File: src/rtl/stim.sv
// Stimulus sequencer: walks 4-word test records in memory, drives the DUT, captures its
// response and pushes RES_FIFO / CHECK_FIFO as an aligned pair; forwards bitmask records to the checker.
module stim #(
    parameter int ADDR_WIDTH = 20,
    parameter int DATA_WIDTH = 16,
    parameter int RTF_WIDTH  = 24,
    parameter int CHF_WIDTH  = RTF_WIDTH + ADDR_WIDTH,
    parameter int SCC_WIDTH  = 5,
    parameter int SCD_WIDTH  = 24,
    parameter int RES_WORDS  = 2
) (
    input  logic                  clock,
    input  logic                  reset_n,
    input  logic                  start,
    input  logic [ADDR_WIDTH-1:0] base_address,
    input  logic [ADDR_WIDTH-1:0] result_base,
    output logic                  busy,
    output logic                  done,
    output logic [ADDR_WIDTH-1:0] mem_address,
    output logic                  mem_read,
    input  logic [DATA_WIDTH-1:0] mem_readdata,
    input  logic                  mem_waitrequest,
    output logic [RTF_WIDTH-1:0]  dut_in,
    input  logic [RTF_WIDTH-1:0]  dut_out,
    output logic [RTF_WIDTH-1:0]  rfifo_data,
    output logic                  rfifo_wrreq,
    input  logic                  rfifo_wrfull,
    output logic [CHF_WIDTH-1:0]  cfifo_data,
    output logic                  cfifo_wrreq,
    input  logic                  cfifo_wrfull,
    output logic [SCC_WIDTH-1:0]  sc_cmd,
    output logic [SCD_WIDTH-1:0]  sc_data,
    input  logic                  sc_ready
);

    localparam logic [SCC_WIDTH-1:0] SC_IDLE    = '0;
    localparam logic [SCC_WIDTH-1:0] SC_BITMASK = SCC_WIDTH'(1);

    typedef enum logic [3:0] {
        S_IDLE,
        S_FETCH,
        S_DECODE,
        S_MASK_WAIT,
        S_MASK_ISSUE,
        S_APPLY,
        S_SETTLE,
        S_CAPTURE,
        S_DRAIN,
        S_DONE
    } state_t;

    state_t state, state_nx;

    logic [ADDR_WIDTH-1:0] rd_addr;
    logic [ADDR_WIDTH-1:0] res_addr;
    logic [1:0]            word_cnt;
    logic [7:0]            settle_cnt;
    logic [RTF_WIDTH-1:0]  dut_in_r;

    logic                  rec_valid;
    logic                  rec_is_mask;
    logic [7:0]            rec_in_hi;
    logic [15:0]           rec_in_lo;
    logic [7:0]            rec_exp_hi;
    logic [15:0]           rec_exp_lo;
    logic [7:0]            rec_settle;
    logic [RTF_WIDTH-1:0]  rec_in;
    logic [RTF_WIDTH-1:0]  rec_exp;

    logic                  word_accept;
    logic                  push_ok;
    logic                  unused_meta;

    assign rec_in      = {rec_in_hi, rec_in_lo};
    assign rec_exp     = {rec_exp_hi, rec_exp_lo};
    assign word_accept = (state == S_FETCH) && !mem_waitrequest;
    assign push_ok     = (state == S_CAPTURE) && !rfifo_wrfull && !cfifo_wrfull;
    // meta[6:1] are reserved and carry no meaning
    assign unused_meta = ^mem_readdata[14:9];

    assign mem_address = rd_addr;
    assign dut_in      = dut_in_r;

    always_ff @(posedge clock or negedge reset_n) begin
        if (!reset_n) begin
            state <= S_IDLE;
        end else begin
            state <= state_nx;
        end
    end

    always_comb begin
        state_nx    = state;
        busy        = (state != S_IDLE);
        done        = 1'b0;
        mem_read    = 1'b0;
        rfifo_wrreq = 1'b0;
        cfifo_wrreq = 1'b0;
        rfifo_data  = '0;
        cfifo_data  = '0;
        sc_cmd      = SC_IDLE;
        sc_data     = '0;
        unique case (state)
            S_IDLE: begin
                if (start) state_nx = S_FETCH;
            end
            S_FETCH: begin
                mem_read = 1'b1;
                if (word_accept && word_cnt == 2'd3) state_nx = S_DECODE;
            end
            S_DECODE: begin
                if (!rec_valid)      state_nx = S_DRAIN;
                else if (rec_is_mask) state_nx = S_MASK_WAIT;
                else                 state_nx = S_APPLY;
            end
            // hold the mask back until nothing is in flight in the checker
            S_MASK_WAIT: begin
                if (sc_ready) state_nx = S_MASK_ISSUE;
            end
            S_MASK_ISSUE: begin
                sc_cmd   = SC_BITMASK;
                sc_data  = SCD_WIDTH'(rec_in);
                state_nx = S_FETCH;
            end
            S_APPLY: begin
                state_nx = S_SETTLE;
            end
            S_SETTLE: begin
                if (settle_cnt == 8'd0) state_nx = S_CAPTURE;
            end
            // both FIFOs are pushed together or not at all
            S_CAPTURE: begin
                if (push_ok) begin
                    rfifo_wrreq = 1'b1;
                    cfifo_wrreq = 1'b1;
                    rfifo_data  = dut_out;
                    cfifo_data  = {rec_exp, res_addr};
                    state_nx    = S_FETCH;
                end
            end
            S_DRAIN: begin
                if (sc_ready) state_nx = S_DONE;
            end
            S_DONE: begin
                done     = 1'b1;
                state_nx = S_IDLE;
            end
            default: state_nx = S_IDLE;
        endcase
    end

    always_ff @(posedge clock or negedge reset_n) begin
        if (!reset_n) begin
            rd_addr    <= '0;
            res_addr   <= '0;
            word_cnt   <= '0;
            settle_cnt <= '0;
            dut_in_r   <= '0;
        end else begin
            if (state == S_IDLE && start) begin
                rd_addr  <= base_address;
                res_addr <= result_base;
                word_cnt <= '0;
            end
            if (word_accept) begin
                rd_addr  <= rd_addr + ADDR_WIDTH'(1);
                word_cnt <= word_cnt + 2'd1;
            end
            if (state == S_APPLY) begin
                dut_in_r   <= rec_in;
                settle_cnt <= rec_settle;
            end else if (state == S_SETTLE && settle_cnt != 8'd0) begin
                settle_cnt <= settle_cnt - 8'd1;
            end
            if (push_ok) res_addr <= res_addr + ADDR_WIDTH'(RES_WORDS);
        end
    end

    // record fields are pure data and only read after all four words have landed
    always_ff @(posedge clock) begin
        if (word_accept) begin
            case (word_cnt)
                2'd0: begin
                    rec_valid   <= mem_readdata[15];
                    rec_is_mask <= mem_readdata[8];
                    rec_in_hi   <= mem_readdata[7:0];
                end
                2'd1: rec_in_lo <= mem_readdata[15:0];
                2'd2: begin
                    rec_exp_hi <= mem_readdata[15:8];
                    rec_settle <= mem_readdata[7:0];
                end
                default: rec_exp_lo <= mem_readdata[15:0];
            endcase
        end
    end

endmodule

File: config.mk
export PLATFORM = sky130hd
export DESIGN_NAME = stim
export DESIGN_NICKNAME = d
export VERILOG_FILES = /design/src/rtl/stim.sv
export SDC_FILE = /design/constraint.sdc
export NUM_CORES = 1
export LEC_CHECK = 0
export CORE_ASPECT_RATIO = 0.6
export CORE_MARGIN = 2
export CORE_UTILIZATION = 45
export DETAILED_ROUTE_END_ITERATION = 16
export GPL_ROUTABILITY_DRIVEN = 0
export GPL_TIMING_DRIVEN = 0
export PLACE_DENSITY = 0.8
export SLEW_MARGIN = 20
export SYNTH_ARGS = -nofsm -noshare
export SYNTH_HDL_FRONTEND = slang
export SYNTH_SLANG_ARGS = --single-unit
File: constraint.sdc
create_clock -name clock -period 3.09 [get_ports clock]
set_clock_uncertainty 0.15 [all_clocks]
set_input_delay 0.618 -clock clock [delete_from_list [all_inputs] [get_ports clock]]
set_output_delay 0.618 -clock clock [all_outputs]
set_load 0.01 [all_outputs]
[Word-level counts from Yosys, hierarchy flattened]
Index checks and enable logic that the tools add are counted.
Storage, ports and cells
  bits in registers: 136
  input port bits: 87
  logic and storage cells: 86
Operators by class
  $add $sub $neg: 4
  equal/unequal tests: 18
  muxes and demuxes: 27
  bitwise logic cells: 1
  reduce and logical (&&, ||, !) cells: 23
Operators by type and width (count)
  44-bit two-way mux: 2
  20-bit two-way mux: 4
  24-bit two-way mux: 3
  4-bit case mux with 9 select lines: 1
  4-bit two-way mux: 7
  20-bit by 1-bit adder with 20-bit output (second input constant): 1
  20-bit by 2-bit adder with 20-bit output (second input constant): 1
  4-bit by 3-bit == test with 1-bit output (second input constant): 4
  8-bit two-way mux: 2
  2-bit != test (second input constant): 5
  4-bit by 2-bit == test with 1-bit output (second input constant): 2
  4-bit == test (second input constant): 2
  8-bit zero test: 1
  2-bit AND reduction: 4
  8-bit nonzero test: 1
  8-bit by 1-bit subtractor with 8-bit output (second input constant): 1
  1-bit logical AND: 6
  6-bit AND reduction: 1
  2-bit nonzero test: 3
  1-bit two-way mux: 5
  2-bit == test (second input constant): 2
  4-bit by 1-bit == test with 1-bit output (second input constant): 1
  4-bit zero test: 1
  2-bit two-way mux: 2
  other kinds (9): 11

[Depth between registers and ports, before layout]
  depth in word-level cells: 5
  gate-level depth with buffers: 8
  gate-level depth less buffers: 7

[Worst setup path before layout]
OpenSTA, ideal clock, no wires.
  path type: flip-flop to flip-flop
  start point: register state[2]
  end point: register rec_exp_lo[0], enable pin
  library setup time: 389 ps
  data arrival time: 2149 ps
  setup slack: 402 ps
  stages on the path, launching flop included: 6
  buffers on the path: 2
  period minus slack after synthesis: 2688 ps
  cells stage by stage: dfrtp_1 buf_2 nor4b_4 nand2_1 clkbuf_1 nor2_1
On the way
  word-level cells in the longest chain between the ends: 3
Ends and longest elaborated chain
  from (decl): line 52  | state_t state, state_nx;
  from (signal assigned): line 88  | state <= state_nx;
  4-bit by 1-bit == test with 1-bit output: line 76  | assign word_accept = (state == S_FETCH) && !mem_waitrequest;
  1-bit logical AND: line 76
  2-bit AND reduction (no line)
  to (signal assigned): line 193  | default: rec_exp_lo <= mem_readdata[15:0];
  to (decl): line 65  | logic [15:0] rec_exp_lo;
Every way passes these cells.
A chain may end at the register's enable or synchronous reset.

[Worst setup path in the final report]
  start point: register state[1]
  end point: output cfifo_data[8]
On the way
  word-level cells in the longest chain between the ends: 5
Ends and longest elaborated chain
  4-bit by 3-bit == test with 1-bit output *: line 77, 103
  1-bit logical AND (2 in a row): line 77  | assign push_ok = (state == S_CAPTURE) && !rfifo_wrfull && !cfifo_wrfull;
  44-bit two-way mux: line 133  | if (push_ok) begin
  44-bit two-way mux *: line 103  | unique case (state)
  to (decl): line 28  | output logic [CHF_WIDTH-1:0] cfifo_data,
Mark *: on every way between the ends. The rest lies on a longest branch, timed or not.

==> flow_summary.toml <==
[critical_path]
r2r_setup_slack_ns = 0.38
path_cells = "buf_6 > nand2_4 > or4_4 > clkinvlp_4 > buf_6 > buf_16 > buf_4 > and2_4 > buf_2"
critical_path_required_ns = 2.32
r2r-start = "state[1]"
crit_fanout = 5
crit_buf_inv = 6
critical_path_class = "reg -> out"
reg2reg_depth = 8
endpoint_kind = "output port"
cpMostUsedCell = "buf_6"
worstReg2RegEnd = "rec_exp_lo[8]"
crit_path_max_incr_delay_ns = 0.56
crit_slowest_cell = "or4_4"
worstSetupStartpointType = "flop"
arrival_ns = 2.30
critPathTopFamily = "buffers and inverters"

[power]
p_total_mw = 7.90
p_leak_nw = 4.17
cellPowerDensity_nw_per_um2 = 791
vdd_drop_max_v = 0.000511

[logic_synthesis]
syn_avg_cell_area_um2 = 11.0
yosys_warnings = 0
yosysUniqueCellTypes = 54
ys.flop_type = "dfrtp_1"
synth_seq_cells = 136
synth_seq_area_share_pct = 56.9
syn_inst = 589
synth_edf_count = 58
async_flop_share_pct = 57.4
synth_area_um2 = 6490

[finish]
final_nets = 961
final_util_pct = 72.0
syn_to_final_growth_pct = 53.8
drive_gt1_share_pct = 24.5
stdcell_count = 1071
design_area_um2 = 9990
num_antenna_cells = 0

[routing]
wl_per_cell_um = 21.2
drc_errors = 0
wl_um = 22700
ant_nets = 0
post_drt_via_cell_ratio = 5.62
drt_iter0_markers = 526
vias = 6019
drtPass1Iterations = 5

[grt]
grt_antenna_before_repair = 0
first_global_vias = 6179
grt_pass1_wl_um = 34700
track_usage_pct = 29.3
grt_max_degree = 50
grt-ovfl-total = 0

[die]
dieArea_um2 = 15400
start_util_pct = 46.8
dieWidth_um = 159
std_cell_rows = 33
pin_count = 233
die_h_um = 97.1
core_um2 = 13900

[clocking]
htree_levels = 4
path_clk_slew_ns = 0.06
cts_made_buffers = 17
cts_num_sinks = 136
cts_tree = "yes"
max-clock-path-buffers = 2
clock_latency_ns = 0.42
root_buffer = "clkbuf_16"

[min_path]
hold_path.class = "reg -> reg"
min_path_cells = 2
hold_path_end = "settle_cnt[5]"
hp-start = "rec_settle[5]"

[placement]
placed_cell_area_um2 = 9070
dp_cells = 1014
port_buffers = 228
place_ws_ns = -1.05
detailed_place_hpwl_um = 15900

[timing]
slew_headroom_pct = 35.1
period_share_pct = 99.2
fin_ws_ns = 0.0247
period_needed_ns = 3.07
fmax_ghz = 0.326
finalSetupViolCount = 0
worst_slew_pin_slew_ns = 0.973
slew_violations = 0
rsz0062_at_grt = "yes"
hold_violations = 0

[run_status]
outcome = "complete, no violations"

[flow_run]
max_cap_violations = 0
==> worst reg2reg max path, stage by stage (launching register included) <==
cell,delay (ns)
dfrtp_1,0.38
buf_6,0.13
buf_4,0.16
nor4b_4,0.24
buf_4,0.21
nand2_1,0.14
clkbuf_1,0.29
nor2_2,0.49
buf_6,0.24
==> kinds of logic after synthesis <==
logic type	synth area share, %
simple gates	21.9
flops	56.9
compound gates	10.1
buf+inv	3.37
mux	4.93
xor+xnor	1.21
fa+ha+maj	1.54
other cells	0.0577
==> through the flow <==
stage | setup TNS, ns | hold WS [ns]
detailed placement | -62.17 | 0.297
finish | 0 | 0.317
global placement | -189.66 | 0.291
global route | -0.268 | 0.343
floorplan | 0 | 0.172
CTS | -0.873 | 0.313
==> area by class of cell <==
type	instances	area, µm²
well taps	192	240
inverters	14	56.3
clock buffers	18	429
flip-flops and latches	136	3690
plain buffers	34	258
fillers	1005	3890
repair buffers	258	2480
clock inverters	14	139
multi-input cells	405	2690
==> how the worst max path moves through the flow <==
stage               cells past startpoint  slack [ns]    startpoint        endpoint
CTS                                     9       -0.12      state[3]  cfifo_data[40]
detailed placement                      7       -1.05  rfifo_wrfull  cfifo_data[21]
global route                            8       -0.04      state[1]  rfifo_data[19]
global placement                        1       -1.61       reset_n     res_addr[3]
floorplan                               5        0.40      state[2]   rec_exp_lo[0]
finish                                  9        0.02      state[1]   cfifo_data[8]
==> cells in the mapped netlist (all sizes together), types with 6 or more instances <==
cell / instances / area share [%]
clkbuf: 23 / 1.3
and3: 30 / 2.9
o211ai: 15 / 1.7
nand4: 10 / 0.96
nor3: 19 / 1.5
mux2: 24 / 4.2
o311ai: 10 / 1.3
dfrtp: 78 / 30
and2: 70 / 6.7
xnor2: 6 / 0.81
a21oi: 12 / 0.92
nand2: 59 / 3.4
edfxtp: 58 / 27
buf: 14 / 1.2
inv: 14 / 0.81
a211oi: 6 / 0.69
ha: 8 / 1.5
nor2: 33 / 1.9
nand3: 16 / 1.4
o21ai: 26 / 2.0
a22oi: 6 / 0.69
==> repair_timing <==
action,4_1_cts,5_1_grt
endpoints found under the hold margin,12,0
resized for setup,345,41
setup buffers,17,9
hold buffers,1,0
cloned,3,0
pin swaps,6,7
setup endpoints to repair,96,73
==> registers in the layout (all words and copies together) (netlist names) <==
signal / cells
state: 4
rec_settle: 8
rec_in_hi: 8
res_addr: 20
mem_address: 20
settle_cnt: 8
rec_valid: 1
word_cnt: 2
rec_is_mask: 1
dut_in: 24
rec_in_lo: 16
rec_exp_hi: 8
rec_exp_lo: 16
==> cells in the final DEF (no fill, tap or decap), types with 10 or more instances in the layout <==
master / instances
nor2_1: 31
o21ai_0: 26
clkbuf_16: 19
clkbuf_1: 12
clkdlybuf4s50_1: 155
buf_2: 37
buf_4: 24
mux2_2: 24
dfrtp_1: 77
o211ai_1: 15
nand2_1: 58
inv_1: 13
buf_6: 35
nand4_1: 10
nor3_1: 19
and2_4: 29
edfxtp_1: 58
nand3_1: 14
a21oi_1: 12
and2_1: 41
and3_1: 30
==> report_power, final <==
group	internal (mW)	leakage, nW	switching (mW)
clock network	1.13	0.271	0.854
logic	1.45	2.42	1.50
registers	2.44	1.48	0.524
==> routing by layer <==
metal  share of wire (%)  vias up  global-route usage [%]
met5                   0        -                       0
met2                  47      346                    47.3
met1                  43     2937                    40.1
li1                    -     2700                       -
met4                 1.7        0                    9.02
met3                 8.3       36                    6.44
(Power assumes the default switching activity.)
==> variant: new RTL, same settings <==
Reset style: synchronous (`reset_n`), changed in 2 clocked blocks.
--- a/src/rtl/stim.sv
+++ b/src/rtl/stim.sv
@@ -83,3 +83,3 @@
 
-    always_ff @(posedge clock or negedge reset_n) begin
+    always_ff @(posedge clock) begin
         if (!reset_n) begin
@@ -151,3 +151,3 @@
 
-    always_ff @(posedge clock or negedge reset_n) begin
+    always_ff @(posedge clock) begin
         if (!reset_n) begin
Behaviour: differs if reset_n is asserted again (counterexample within 4 cycles, from zero or initial values and one cycle with reset_n low); with reset_n held inactive, the same outputs for 4 cycles.
==> variant against the original RTL <==
  * Setup slack improved by 0.040 ns
  * Area after synthesis rose by 0.40%
  * Sequential cell count did not move
  * Routed wire length fell by 5.7%
  * Cell area fell by 2.3%
  * Largest cell class unchanged
  * Count of clock-buffer cells in the layout rose by 1
  * First-iteration DRC count rose by 3.6%
Power is not compared: it rests on default switching activity, and its combinational part moved more than twofold at a synthesized area within 25%.
==> variant: results (changes against the original RTL) <==
reg-to-reg critical path endpoint -> dut_in[16]$_SDFFE_PN0P_ (was rec_exp_lo[8]$_DFFE_PP_)
Fmax -> 331 MHz (was 326 MHz)
initial DRC count -> 545 (was 526)
Slowest Stage Delay on Critical Path -> 0.59 ns (was 0.56 ns)
number of buffers inserted by post-CTS setup repair -> 4 (was 17)
detailed route wirelength on metal2 -> 9.28 mm (was 10.7 mm)
Async SR Flop Fraction -> 0 (was 0.574)
total wirelength of the detailed-routed design -> 21.4 mm (was 22.7 mm)
flip-flop and latch area -> 0.00331 sq mm (was 0.00369 sq mm)
Placed Cells incl. Taps -> 1,120 (was 1,014)
fraction of the yosys area taken by sequential cells -> 0.507 (was 0.569)
share of layout cells above drive strength 1 -> 0.0889 (was 0.245)
Synth area leaders -> edfxtp_1 (27%), dfxtp_1 (24%), and3_1 (7.0%), nand2_1 (5.2%), a21oi_1 (3.5%) (was dfrtp_1 (30%), edfxtp_1 (27%), and2_1 (6.7%), mux2_2 (4.2%), nand2_1 (3.4%))
instance count of the mapped netlist -> 692 (was 589)
source of the worst register-to-register timing path -> state[1]$_SDFFE_PN0P_ (was state[1]$_DFFE_PN0P_)
worst setup path end -> busy (was cfifo_data[8])
total of cells resized after clock tree synthesis -> 55 (was 345)
first-pass GRT wire length -> 33.8 mm (was 34.7 mm)
post-DR wirelength/cell -> 18.6 um (was 21.2 um)
IO buf count -> 227 (was 228)
final hold slack -> 0.301 ns (was 0.317 ns)
met1 routing resource usage after global routing -> 0.387 (was 0.401)
Via density -> 5.70 (was 5.62)
dpl ws -> -0.619 ns (was -1.05 ns)
Post-Synth XOR/XNOR Area -> 0.00940 (was 0.0121)
run status -> completed (unchanged)
sum of met3 wire segment lengths after detailed routing -> 2.24 mm (was 1.88 mm)
Main synth FF type -> dfxtp_1 (was dfrtp_1)
wire length the detailed router placed on met1 -> 9.66 mm (was 9.78 mm)
number of global-route vias before repair -> 6,216 (was 6,179)
antenna fix cells -> 0 (unchanged)
area fraction in compound gates after synthesis -> 0.144 (was 0.101)
placed standard-cell area -> 0.00905 sq mm (was 0.00907 sq mm)
cell types with the highest counts after synthesis -> nand2_1 (90), dfxtp_1 (78), and3_1 (73) (was dfrtp_1 (78), and2_1 (70), nand2_1 (59))
depth of the worst register-to-register path -> 7 (was 8)
Max-slew headroom -> 0.385 (was 0.351)
count of nets after finishing -> 1,038 (was 961)
adder-cell share of the synthesized area -> 0.0153 (was 0.0154)
terminating pin of the worst hold path -> res_addr[0]$_SDFFE_PN0P_ (was settle_cnt[5]$_DFFE_PN0P_)
pin count of the biggest net entering global routing -> 17 (was 50)
multiplexer fraction of the synthesized cell area -> 0.00460 (was 0.0493)
reg-to-reg setup timing slack -> 0.41 ns (was 0.38 ns)
top fanout value on the critical path -> 10 (was 5)
Worst Path Arrival -> 2.26 ns (was 2.30 ns)
total half-perimeter wirelength after legalization and detailed placement -> 15.8 mm (was 15.9 mm)
most instantiated library cell after synthesis -> nand2_1 (was dfrtp_1)
-- variant: cell types whose count changed in the layout (fill, tap and decap cells not counted), moves of 20 or more --
cell             change
buf_2               -27
dfrtp_1             -77
dfxtp_1             +76
buf_6               -35
clkdlybuf4s50_1     +50
a21oi_1             +34
and2_4              -29
mux2_2              -24
and3_1              +43
nand2_1             +31
a31oi_1             +20
-- variant: final cells by class --
| class | count | share of cell area |
|---|---|---|
| well taps | 198 | 0.0254 |
| plain buffers | 53 | 0.0313 |
| multi-input cells | 489 | 0.304 |
| clock inverters | 13 | 0.0136 |
| inverters | 15 | 0.00628 |
| repair buffers | 231 | 0.235 |
| flip-flops and latches | 136 | 0.339 |
| clock buffers | 19 | 0.0454 |
-- variant: power by group --
part / total (mW) / switching, mW / internal, mW
Sequential: 2.29 / 0.224 / 2.06
Clock: 1.98 / 0.830 / 1.15
Combinational: 1.30 / 0.740 / 0.562
Total: 5.57 / 1.79 / 3.78
